$ cat config.mk
export PLATFORM = sky130hd
export DESIGN_NAME = alu_result_stage_flat
export DESIGN_NICKNAME = d
export VERILOG_FILES = /design/src/rtl/alu_result_stage_if.sv /design/src/rtl/alu_result_stage.sv /design/src/flat_wrapper.sv
export SDC_FILE = /design/constraint.sdc
export NUM_CORES = 1
export LEC_CHECK = 0
export ABC_AREA = 1
export BUFFER_PORTS_ARGS = -buffer_cell sky130_fd_sc_hd__buf_2
export CELL_PAD_IN_SITES_DETAIL_PLACEMENT = 1
export CELL_PAD_IN_SITES_GLOBAL_PLACEMENT = 1
export CORE_MARGIN = 1.5
export CORE_UTILIZATION = 41
export DETAILED_ROUTE_END_ITERATION = 8
export GPL_TIMING_DRIVEN = 0
export HOLD_SLACK_MARGIN = 0.1
export PLACE_DENSITY_LB_ADDON = 0.25
export REMOVE_ABC_BUFFERS = 1
export SLEW_MARGIN = 10
export SYNTH_ARGS = -nofsm -noshare
export SYNTH_HDL_FRONTEND = slang
export SYNTH_SLANG_ARGS = --single-unit
export TNS_END_PERCENT = 30
$ cat constraint.sdc
create_clock -name clk -period 2.7 [get_ports clk]
set_input_delay 0.54 -clock clk [delete_from_list [all_inputs] [get_ports clk]]
set_output_delay 0.54 -clock clk [all_outputs]
set_load 0.03 [all_outputs]
$ cat src/rtl/alu_result_stage_if.sv
// ALU result stage bus: upstream push side, downstream pop side and delivered count.
// Latency: n/a (signal bundle only).
// Backpressure: in_valid/in_ready upstream, out_valid/out_ready downstream.
// master = environment (drives inputs, sees status); slave = the result stage.
interface alu_result_stage_if #(
  parameter int WIDTH     = 32,
  parameter int CNT_WIDTH = 16
);
  logic                 in_valid;
  logic                 in_ready;
  logic [WIDTH-1:0]     result;
  logic                 select1;
  logic                 select0;
  logic                 carry_in;
  logic                 ovf_in;
  logic                 out_valid;
  logic                 out_ready;
  logic [WIDTH-1:0]     out_result;
  logic [1:0]           out_op;
  logic                 flag_zero;
  logic                 flag_neg;
  logic                 flag_carry;
  logic                 flag_ovf;
  logic [CNT_WIDTH-1:0] op_count;

  modport master (
    output in_valid, result, select1, select0, carry_in, ovf_in, out_ready,
    input  in_ready, out_valid, out_result, out_op,
           flag_zero, flag_neg, flag_carry, flag_ovf, op_count
  );

  modport slave (
    input  in_valid, result, select1, select0, carry_in, ovf_in, out_ready,
    output in_ready, out_valid, out_result, out_op,
           flag_zero, flag_neg, flag_carry, flag_ovf, op_count
  );
endinterface

$ cat src/rtl/alu_result_stage.sv
// Registered ALU result stage: captures mux result + op + carry/ovf, stores flags in a 2-entry FIFO.
// Latency: 1 cycle (push at edge N -> out_valid in cycle N+1), no bypass.
// Backpressure: in_ready = (count != 2) from registered count only; head holds while out_ready=0.
// Ports: clk, reset (sync, active-high); bus (slave modport): in_valid/in_ready/result/select1/
// select0/carry_in/ovf_in upstream, out_valid/out_ready/out_result/out_op/flag_* downstream, op_count.
module alu_result_stage #(
  parameter int WIDTH     = 32,
  parameter int DEPTH     = 2,  // fixed at 2; other values are not supported
  parameter int CNT_WIDTH = 16
) (
  input  logic               clk,
  input  logic               reset,
  alu_result_stage_if.slave  bus
);

  typedef struct packed {
    logic [WIDTH-1:0] res;
    logic [1:0]       op;
    logic             carry;
    logic             ovf;
    logic             zero;
    logic             neg;
  } entry_t;

  // Shift structure: head is the oldest entry and directly drives the outputs,
  // second is only meaningful when count == 2.
  entry_t               head_q, head_d;
  entry_t               second_q, second_d;
  logic [1:0]           count_q, count_d;
  logic [CNT_WIDTH-1:0] op_count_q, op_count_d;

  logic   push;
  logic   pop;
  entry_t new_entry;

  assign bus.in_ready  = (count_q != 2'(DEPTH));
  assign bus.out_valid = (count_q != 2'd0);

  assign push = bus.in_valid && bus.in_ready;
  assign pop  = bus.out_valid && bus.out_ready;

  // Flags are derived here, at capture time, so the output side is pure register.
  // Logic ops (select1=0) have no meaningful carry/overflow and are masked.
  always_comb begin
    new_entry       = '0;
    new_entry.res   = bus.result;
    new_entry.op    = {bus.select1, bus.select0};
    new_entry.carry = bus.select1 & bus.carry_in;
    new_entry.ovf   = bus.select1 & bus.ovf_in;
    new_entry.zero  = (bus.result == '0);
    new_entry.neg   = bus.result[WIDTH-1];
  end

  always_comb begin
    head_d     = head_q;
    second_d   = second_q;
    count_d    = count_q + 2'(push) - 2'(pop);
    op_count_d = op_count_q + CNT_WIDTH'(pop);
    if (pop) begin
      if (count_q == 2'd2) begin
        head_d = second_q;
      end else if (push) begin
        // count 1 with push+pop: the new entry replaces the departing head.
        head_d = new_entry;
      end
      // count 1 pop-only: head keeps its last popped value while empty.
    end else if (push) begin
      if (count_q == 2'd0) begin
        head_d = new_entry;
      end else begin
        second_d = new_entry;
      end
    end
  end

  always_ff @(posedge clk) begin
    if (reset) begin
      head_q     <= '0;
      second_q   <= '0;
      count_q    <= 2'd0;
      op_count_q <= '0;
    end else begin
      head_q     <= head_d;
      second_q   <= second_d;
      count_q    <= count_d;
      op_count_q <= op_count_d;
    end
  end

  assign bus.out_result = head_q.res;
  assign bus.out_op     = head_q.op;
  assign bus.flag_zero  = head_q.zero;
  assign bus.flag_neg   = head_q.neg;
  assign bus.flag_carry = head_q.carry;
  assign bus.flag_ovf   = head_q.ovf;
  assign bus.op_count   = op_count_q;

endmodule

$ cat src/flat_wrapper.sv
// flat-port wrapper written by rule: the top's interface ports become plain ports
module alu_result_stage_flat 
#(
  parameter int WIDTH     = 32,
  parameter int DEPTH     = 2,                                               
  parameter int CNT_WIDTH = 16
)
  (clk, reset, bus_in_valid, bus_result, bus_select1, bus_select0, bus_carry_in, bus_ovf_in, bus_out_ready, bus_in_ready, bus_out_valid, bus_out_result, bus_out_op, bus_flag_zero, bus_flag_neg, bus_flag_carry, bus_flag_ovf, bus_op_count);
  alu_result_stage_if #(.WIDTH(WIDTH), .CNT_WIDTH(CNT_WIDTH)) bus_i ();
  input  logic clk;
  input  logic reset;
  input wire logic [$bits(bus_i.in_valid)-1:0] bus_in_valid;
  input wire logic [$bits(bus_i.result)-1:0] bus_result;
  input wire logic [$bits(bus_i.select1)-1:0] bus_select1;
  input wire logic [$bits(bus_i.select0)-1:0] bus_select0;
  input wire logic [$bits(bus_i.carry_in)-1:0] bus_carry_in;
  input wire logic [$bits(bus_i.ovf_in)-1:0] bus_ovf_in;
  input wire logic [$bits(bus_i.out_ready)-1:0] bus_out_ready;
  output wire logic [$bits(bus_i.in_ready)-1:0] bus_in_ready;
  output wire logic [$bits(bus_i.out_valid)-1:0] bus_out_valid;
  output wire logic [$bits(bus_i.out_result)-1:0] bus_out_result;
  output wire logic [$bits(bus_i.out_op)-1:0] bus_out_op;
  output wire logic [$bits(bus_i.flag_zero)-1:0] bus_flag_zero;
  output wire logic [$bits(bus_i.flag_neg)-1:0] bus_flag_neg;
  output wire logic [$bits(bus_i.flag_carry)-1:0] bus_flag_carry;
  output wire logic [$bits(bus_i.flag_ovf)-1:0] bus_flag_ovf;
  output wire logic [$bits(bus_i.op_count)-1:0] bus_op_count;
  assign bus_i.in_valid = bus_in_valid;
  assign bus_i.result = bus_result;
  assign bus_i.select1 = bus_select1;
  assign bus_i.select0 = bus_select0;
  assign bus_i.carry_in = bus_carry_in;
  assign bus_i.ovf_in = bus_ovf_in;
  assign bus_i.out_ready = bus_out_ready;
  assign bus_in_ready = bus_i.in_ready;
  assign bus_out_valid = bus_i.out_valid;
  assign bus_out_result = bus_i.out_result;
  assign bus_out_op = bus_i.out_op;
  assign bus_flag_zero = bus_i.flag_zero;
  assign bus_flag_neg = bus_i.flag_neg;
  assign bus_flag_carry = bus_i.flag_carry;
  assign bus_flag_ovf = bus_i.flag_ovf;
  assign bus_op_count = bus_i.op_count;
  alu_result_stage #(.WIDTH(WIDTH), .DEPTH(DEPTH), .CNT_WIDTH(CNT_WIDTH)) u_core (.clk(clk), .reset(reset), .bus(bus_i));
endmodule
==> flow_summary.toml, run 1 <==
[floorplan]
floorplan_die_height_um = 101
core_mm2 = 0.00924
row_count = 35
die-width_um = 101
design.portCount = 96
initial_utilization_pct = 42.4
floorplan.die_area_mm2 = 0.0102

[global_routing]
grt_start_max_net_pins = 58
first_global_vias = 3781
track_usage_pct = 22.0
global_route_wire_length_before_repair_um = 17900
initial_antenna_violation_count = 0
global_route.overflow_total = 0

[pwr]
intPower_mw = 2.39
power.density_mw_per_mm2 = 891
power.clock.fraction_pct = 21.2
p_seq_share_pct = 43.0
static-leakage-power_nw = 1.89
sw_frac_of_total_pct = 41.4
ir_drop_uv = 368
p_switching_mw = 1.69
share_comb_of_total_power_pct = 35.8

[timing]
timing.slew.headroom_pct = 28.3
finalCriticalPeriod_ps = 2470
finalSetupViolations = 0
worstMarginPinSlew_ps = 1070
finClkSkew_ps = 11.8
final_max_slew_viol_count = 0
grt_setup_unrepaired = "false"
timing.final.crit_share_pct = 91.6
hold_viol_final = 0
fmax_mhz = 404

[cells_and_area]
insertedDiodeCount = 0
finalNetCount = 655
fin_cells = 745
nFillCells = 1237
final_layout_size_suffix_gt1_share_pct = 20.6
area.growth.synth_to_final_pct = 16.6
post-route-util_pct = 49.5

[placement]
dp_cells = 729
routabilityCongestion = 0.752
place_hpwl_um = 7150
io_buffer_count = 95

[cts]
cts_max_path_buffers = 2
cts.repair_timing.setup_buffer_count = 0
numClockSinks = 92
clkSlewWorstSetupHoldPaths_ps = 100
clk_root_buffer_cell = "clkbuf_8"
htree_levels = 3
hold_bufs_at_cts = 0
numCtsBuffers = 9
clk-insertion-delay-late_ps = 350
tritoncts = "done"
cts_resized = 0

[routing]
drtPass1Iterations = 4
sum_of_routed_wire_length_over_all_layers_um = 11000
via_count = 3803
dr.first_iter.drc_count = 110
avgRoutedWirePerCell_um = 14.7
remaining_drc_errors = 0
vias_per_cell = 5.10
ant_nets = 0

[yosys]
syn-cell-area_mm2 = 0.00392
synth_fa_ha_area_share_pct = 1.28
syn-instance-count = 536
post_synthesis_xor_xnor_area_fraction_pct = 0.223
syn_area_per_cell_um2 = 7.31
synth_largest_area_cell = "dfxtp_1"
synthSimpleGateAreaFrac_pct = 22.2
proportion_of_synthesized_chip_area_in_sequential_cells_pct = 47.0
synth_area_in_compound_gates_pct = 21.9
yosys-top-cells-area = "dfxtp_1, nor2_1, a21oi_1, o21ai_0, nand2_1"
synthesis.yosys.warnings = 0
yosys-mux-area-fraction_pct = 0
netlist-cell-type-count = 26
largest_family_of_logic_cells_by_synthesized_area = "simple AND/OR/NAND/NOR gates"
yosys_register_bits = 92
synth_top_cell_area_share_pct = 47.0

[setup_path]
critical_path_rt_ps = 2930
critical_path.endpoint_type = "register"
criticalPathCategory = "reg -> reg"
timing.critical_path.from_type = "register"
arrival_ps = 2710
crit_path_max_fanout = 40

[min_path]
type_of_the_tightest_min_delay_check = "reg -> reg"

[outcome]
result_of_the_run = "complete, no violations"

[run]
drv_cap = 0
-- cell usage in the layout, fill, tap and decap left out, drive strengths merged --
cell type  count
xnor2          1
ha             4
nand4          6
a211oi         2
inv           30
nor2         117
nand2         75
clkinv         1
buf           96
clkbuf        11
o21ai         79
a21oi         84
nor3b          1
nand3b         1
o21a           2
dfxtp         92
clkinvlp       3
nand3          7
nor3           4
-- layer usage --
metal  vias to the layer above  GRT usage (%)  part of all wire (%)
met4                         0           5.09                   1.2
met5                         -              0                     0
li1                       1909              -                     -
met3                        10           4.30                   4.4
met1                      1806           26.9                    45
met2                        78           39.7                    50
-- cells in the mapped netlist (all sizes together) --
| cell | instances |
|---|---|
| inv | 29 |
| nor3 | 4 |
| nand3 | 7 |
| o21ai | 79 |
| a211oi | 2 |
| dfxtp | 92 |
| a21oi | 84 |
| o21a | 2 |
| buf | 20 |
| nor2 | 117 |
| xnor2 | 1 |
| nand2 | 75 |
| nand4 | 6 |
| nand3b | 1 |
| clkbuf | 12 |
| ha | 4 |
| nor3b | 1 |
-- worst paths after layout --
check | start | endpoint | slack (ps) | cells past startpoint
max reg2reg | u_core.count_q[1] | u_core.bus.out_result[18] | 230 | 7
max | u_core.count_q[1] | u_core.bus.out_result[18] | 230 | 7
min reg2reg | u_core.second_q[9] | u_core.bus.out_result[3] | 470 | 2
min | u_core.second_q[9] | u_core.bus.out_result[3] | 470 | 2
-- per-stage QoR --
stage | power (mW) | hold WS [ps] | setup TNS [ps] | area [µm²] | worst slack (ps)
detailed placement | 3.25 | 457 | 0 | 4390 | 30.8
finish | 4.07 | 467 | 0 | 4570 | 227
CTS | 4.12 | 458 | 0 | 4570 | 188
floorplan | 2.77 | 446 | 0 | 3740 | 881
global placement | 3.19 | 448 | -3990 | 4370 | -108
global route | 4.34 | 469 | 0 | 4570 | 24.0
-- worst max-delay path: stages, from the launching register on --
cell and delay (ps):
dfxtp_1 330, inv_2 70, nor2_4 150, inv_2 70, nor2_4 740, inv_2 580, a21oi_1 310, a21oi_1 90
-- power by group through the flow --
stage / Clock (mW) / Sequential (mW) / Combinational (mW)
after global routing: 0.939 / 1.78 / 1.62
after CTS: 0.884 / 1.75 / 1.48
after floorplan: 0 / 2.06 / 0.715
after detailed placement: 0 / 1.78 / 1.48
after global placement: 0 / 1.76 / 1.42
final: 0.863 / 1.75 / 1.46
-- layout make-up --
type / instances / area, µm² / area share, %
Sequential cell: 92 / 1840 / 40.3
Multi-Input combinational cell: 383 / 1790 / 39.1
Timing Repair Buffer: 96 / 495 / 10.8
Tap cell: 129 / 161 / 3.53
Clock buffer: 11 / 141 / 3.09
Inverter: 29 / 109 / 2.38
Clock inverter: 5 / 36.3 / 0.794
-- cells by family (layout without fill, tap and decap cells) --
kind of cell	count (synthesis)	count (layout)
simple gates	211	211
compound gates	167	167
flops	92	92
buf+inv	61	141
fa+ha+maj	4	4
xor+xnor	1	1
-- sequential cells by signal, indices dropped and copies added, names as in the netlist, 2 cells and up --
name / count
u_core.bus.out_result: 31
u_core.second_q: 37
u_core.bus.out_op: 2
u_core.count_q: 2
u_core.bus.op_count: 16
Note: power is estimated with default switching activity, not from simulation.
==> inputs of run 2 (changes only) <==
- GPL_TIMING_DRIVEN: 0 -> not set
==> flow_summary.toml, run 2 (synthesized netlist as in run 1, its figures left out) <==
[outcome]
result_of_the_run = "complete, no violations"

[cts]
hold_bufs_at_cts = 0
cts.repair_timing.setup_buffer_count = 0
clk_root_buffer_cell = "clkbuf_8"
numClockSinks = 92
cts_resized = 0
clkSlewWorstSetupHoldPaths_ps = 90
htree_levels = 3
numCtsBuffers = 9
clk-insertion-delay-late_ps = 360
cts_max_path_buffers = 2
tritoncts = "done"

[global_routing]
initial_antenna_violation_count = 0
first_global_vias = 3838
track_usage_pct = 22.4
global_route.overflow_total = 0
global_route_wire_length_before_repair_um = 18100
grt_start_max_net_pins = 54

[floorplan]
initial_utilization_pct = 42.4
row_count = 35
core_mm2 = 0.00924
design.portCount = 96
floorplan_die_height_um = 101
floorplan.die_area_mm2 = 0.0102
die-width_um = 101

[placement]
io_buffer_count = 95
dp_cells = 731
place_hpwl_um = 7220
routabilityCongestion = 0.800

[timing]
hold_viol_final = 0
finalSetupViolations = 0
timing.final.crit_share_pct = 67.9
fmax_mhz = 546
worstMarginPinSlew_ps = 693
finalCriticalPeriod_ps = 1830
fin_setup_tns_ps = 0
timing.slew.headroom_pct = 53.7
finClkSkew_ps = 10.9
grt_setup_unrepaired = "false"
final_max_slew_viol_count = 0

[cells_and_area]
area.growth.synth_to_final_pct = 16.8
final_layout_size_suffix_gt1_share_pct = 20.7
fin_cells = 747
most-common-layout-cells = "nor2_1, buf_2, dfxtp_1"
max_flop_register = "u_core.second_q"
nFillCells = 1228
layout_commonest_cell = "nor2_1"
insertedDiodeCount = 0
flip_flop_count_of_the_largest_register_all_copies_and_words_added = 37
finalNetCount = 657
post-route-util_pct = 49.6

[setup_path]
worst_setup_path_startpoint = "u_core.count_q[1]"
criticalPathCategory = "reg -> reg"
critical_path_rt_ps = 2970
timing.critical_path.from_type = "register"
arrival_ps = 2110
critical_path.endpoint_type = "register"
reg2reg_from = "u_core.count_q[1]"
crit_path_max_fanout = 39

[routing]
vias_per_cell = 5.10
dr.first_iter.drc_count = 107
via_count = 3806
sum_of_routed_wire_length_over_all_layers_um = 10800
drtPass1Iterations = 4
avgRoutedWirePerCell_um = 14.4
ant_nets = 0
remaining_drc_errors = 0

[run]
drv_cap = 0

[pwr]
ir_drop_uv = 398
power.density_mw_per_mm2 = 885
static-leakage-power_nw = 1.90

[min_path]
hold_start = "u_core.second_q[10]"
type_of_the_tightest_min_delay_check = "reg -> reg"
run 2: cell types whose count changed in the layout (fill, tap and decap cells not counted):
| cell | change |
|---|---|
| inv_6 | -1 |
| clkbuf_1 | +1 |
| clkinvlp_4 | -1 |
| clkinv_2 | +1 |
| buf_4 | +2 |
run 2: cell type report:
class / count / area (µm²) / area share [%]
clock inverter: 4 / 25.0 / 0.546
tap: 129 / 161 / 3.52
clock buffer: 12 / 145 / 3.17
sequential: 92 / 1840 / 40.2
timing repair buffer: 98 / 510 / 11.1
multi-input combinational: 383 / 1790 / 39.0
inverter: 29 / 109 / 2.38
run 2: worst max-delay path, stage by stage (launching register included):
cell	delay [ps]
dfxtp_1	320
inv_2	120
nor2_4	70
nor2_2	150
nand2_4	230
inv_2	580
nor2_1	80
a211oi_1	180
run 2: report_power, final:
part	total [mW]	switching [mW]	leakage [nW]	internal (mW)
registers	1.75	0.133	0.754	1.62
clock network	0.840	0.482	0.0824	0.358
logic	1.46	1.05	1.06	0.414
run 2: final timing paths:
check | endpoint | slack [ps] | depth (start not counted)
setup reg to reg | u_core.second_q[2] | 870 | 7
hold reg to reg | u_core.bus.out_result[4] | 470 | 2
hold / removal | u_core.bus.out_result[4] | 470 | 2
setup / recovery | u_core.second_q[2] | 870 | 7
run 2: metal layers:
| layer | part of all wire, % | GRT usage, % |
|---|---|---|
| met1 | 48 | 27.8 |
| met2 | 48 | 39.5 |
| met3 | 3.0 | 4.30 |
| met4 | 1.4 | 5.96 |
| met5 | 0 | 0 |
run 2: per-stage QoR:
stage          total power [mW]  cell area, µm²  hold WS (ps)  setup WS (ps)
3_5_place_dp               3.25            4410           464            541
2_1_floorplan              2.77            3740           446            881
5_1_grt                    4.31            4580           469            613
3_3_place_gp               3.18            4410           449            634
4_1_cts                    4.09            4580           458            830
6_report                   4.05            4580           466            867
==> inputs of run 3 (changes only) <==
- CORE_UTILIZATION: 41 -> 38
- clock period: 2.7 -> 1.8 ns (I/O delays scaled with it)
==> flow_summary.toml, run 3 (synthesized netlist as in run 1, its figures left out) <==
[outcome]
result_of_the_run = "complete, no violations"

[cts]
clk_root_buffer_cell = "clkbuf_8"
clkSlewWorstSetupHoldPaths_ps = 90
numCtsBuffers = 9
hold_bufs_at_cts = 0
numClockSinks = 92
cts_max_path_buffers = 2
clk-insertion-delay-late_ps = 360
htree_levels = 3
tritoncts = "done"

[cells_and_area]
final_layout_size_suffix_gt1_share_pct = 23.0
area.growth.synth_to_final_pct = 21.3
insertedDiodeCount = 0
post-route-util_pct = 48.0
finalNetCount = 666
flip_flop_count_of_the_largest_register_all_copies_and_words_added = 37
most-common-layout-cells = "nor2_1, buf_2, dfxtp_1"
max_flop_register = "u_core.second_q"
layout_commonest_cell = "nor2_1"

[setup_path]
path_depth = 12
reg2reg_depth = 12
crit_path_max_fanout = 4
criticalPathCategory = "reg -> reg"
critPathSlowestCell = "dfxtp_2"
crit_family = "simple AND/OR/NAND/NOR gates"
timing.critical_path.buf_inv = 3
reg2reg_from = "u_core.count_q[0]"
arrival_ps = 1860
timing.critical_path.from_type = "register"
r2r_setup_slack_ps = 190
rr_endpoint = "u_core.bus.op_count[10]"
critical_path.endpoint_type = "register"
critical_path_rt_ps = 2050
worstPathCellList = "inv_2 > nand2_4 > nand3_2 > inv_1 > ha_1 > nand2_1 > nor2_2 > nand2_2 > inv_2 > nand2_1 > o21ai_1 > a21oi_1"
worst_path_largest_cell_delay_ps = 370
worst_setup_path_startpoint = "u_core.count_q[0]"

[run]
drv_cap = 0

[timing]
worst_slack_ps = 188
final_max_slew_viol_count = 0
timing.final.crit_share_pct = 89.5
grt_setup_unrepaired = "false"
worstMarginPinSlew_ps = 698
hold_viol_final = 0
finalSetupViolations = 0
finClkSkew_ps = 8.57
fmax_mhz = 620
finalCriticalPeriod_ps = 1610
fin_setup_tns_ps = 0
timing.slew.headroom_pct = 53.4

[pwr]
power.density_mw_per_mm2 = 1380
ir_drop_uv = 569
static-leakage-power_nw = 1.99
report.power.total_mw = 6.57

[routing]
remaining_drc_errors = 0
dr.first_iter.drc_count = 112
drtPass1Iterations = 4
vias_per_cell = 5.13
ant_nets = 0
sum_of_routed_wire_length_over_all_layers_um = 11400
avgRoutedWirePerCell_um = 14.9
via_count = 3897

[min_path]
type_of_the_tightest_min_delay_check = "in -> reg"
min_path_cells = 3
hold_path_end = "u_core.second_q[4]"
hold_start = "bus_select0"

[floorplan]
row_count = 36
core_mm2 = 0.00991
floorplan_die_height_um = 105
die-width_um = 105
design.portCount = 96
initial_utilization_pct = 39.6
floorplan.die_area_mm2 = 0.0109

[global_routing]
grt_start_max_net_pins = 56
global_route.overflow_total = 0
first_global_vias = 4048
initial_antenna_violation_count = 1
global_route_wire_length_before_repair_um = 19300
track_usage_pct = 21.7

[placement]
io_buffer_count = 95
routabilityCongestion = 0.807
placement.setup.worst_slack_ps = -10.1
place_hpwl_um = 7780
-- run 3: cell count changes in the layout (fill, tap and decap cells not counted), sizes merged --
cell / change
clkinvlp: -2
buf: +9
bufinv: +2
-- run 3: how the worst max path moves through the flow --
stage,endpoint
CTS,u_core.bus.op_count[10]
global placement,u_core.bus.op_count[10]
floorplan,u_core.bus.out_op[0]
global route,u_core.bus.op_count[10]
detailed placement,u_core.bus.op_count[10]
finish,u_core.bus.op_count[10]
-- run 3: stage by stage --
step | std cells | hold WS, ps | area, µm²
floorplan | 504 | 429 | 3740
global placement | 744 | 449 | 4510
detailed placement | 744 | 461 | 4510
CTS | 760 | 260 | 4740
global route | 760 | 275 | 4750
finish | 760 | 270 | 4750
-- run 3: power breakdown --
part	internal, mW	leakage (nW)	switching, mW	total, mW
clock network	0.892	0.122	0.734	1.63
logic	0.705	1.11	1.60	2.31
registers	2.43	0.755	0.207	2.63
total	4.02	1.99	2.54	6.57
-- run 3: timing repair --
item,CTS,global route
gates resized for setup,1,5
setup buffers,0,0
setup endpoints to repair,1,3
-- run 3: area by class of cell --
cell class | count | area, µm²
Tap cell | 133 | 166
Sequential cell | 92 | 1840
Multi-Input combinational cell | 383 | 1800
Timing Repair Buffer | 107 | 603
Fill cell | 1333 | 5160
Clock buffer | 12 | 165
Inverter | 29 | 109
Clock inverter | 4 | 70.1
-- run 3: routing by layer --
layer / share of wire (%) / GRT usage, % / vias up
met5: 0.11 / 0 / -
met4: 1.5 / 7.54 / 2
met3: 4.1 / 3.62 / 17
met2: 48 / 37.5 / 88
met1: 47 / 27.2 / 1862
li1: - / - / 1928
-- run 3: worst min-delay path: cells and delay by family --
| kind | cells | cell delay, ps |
|---|---|---|
| AO/OA/AOI/OAI | 1 | 70 |
| buffers and inverters | 1 | 80 |
| AND/OR/NAND/NOR | 1 | 80 |
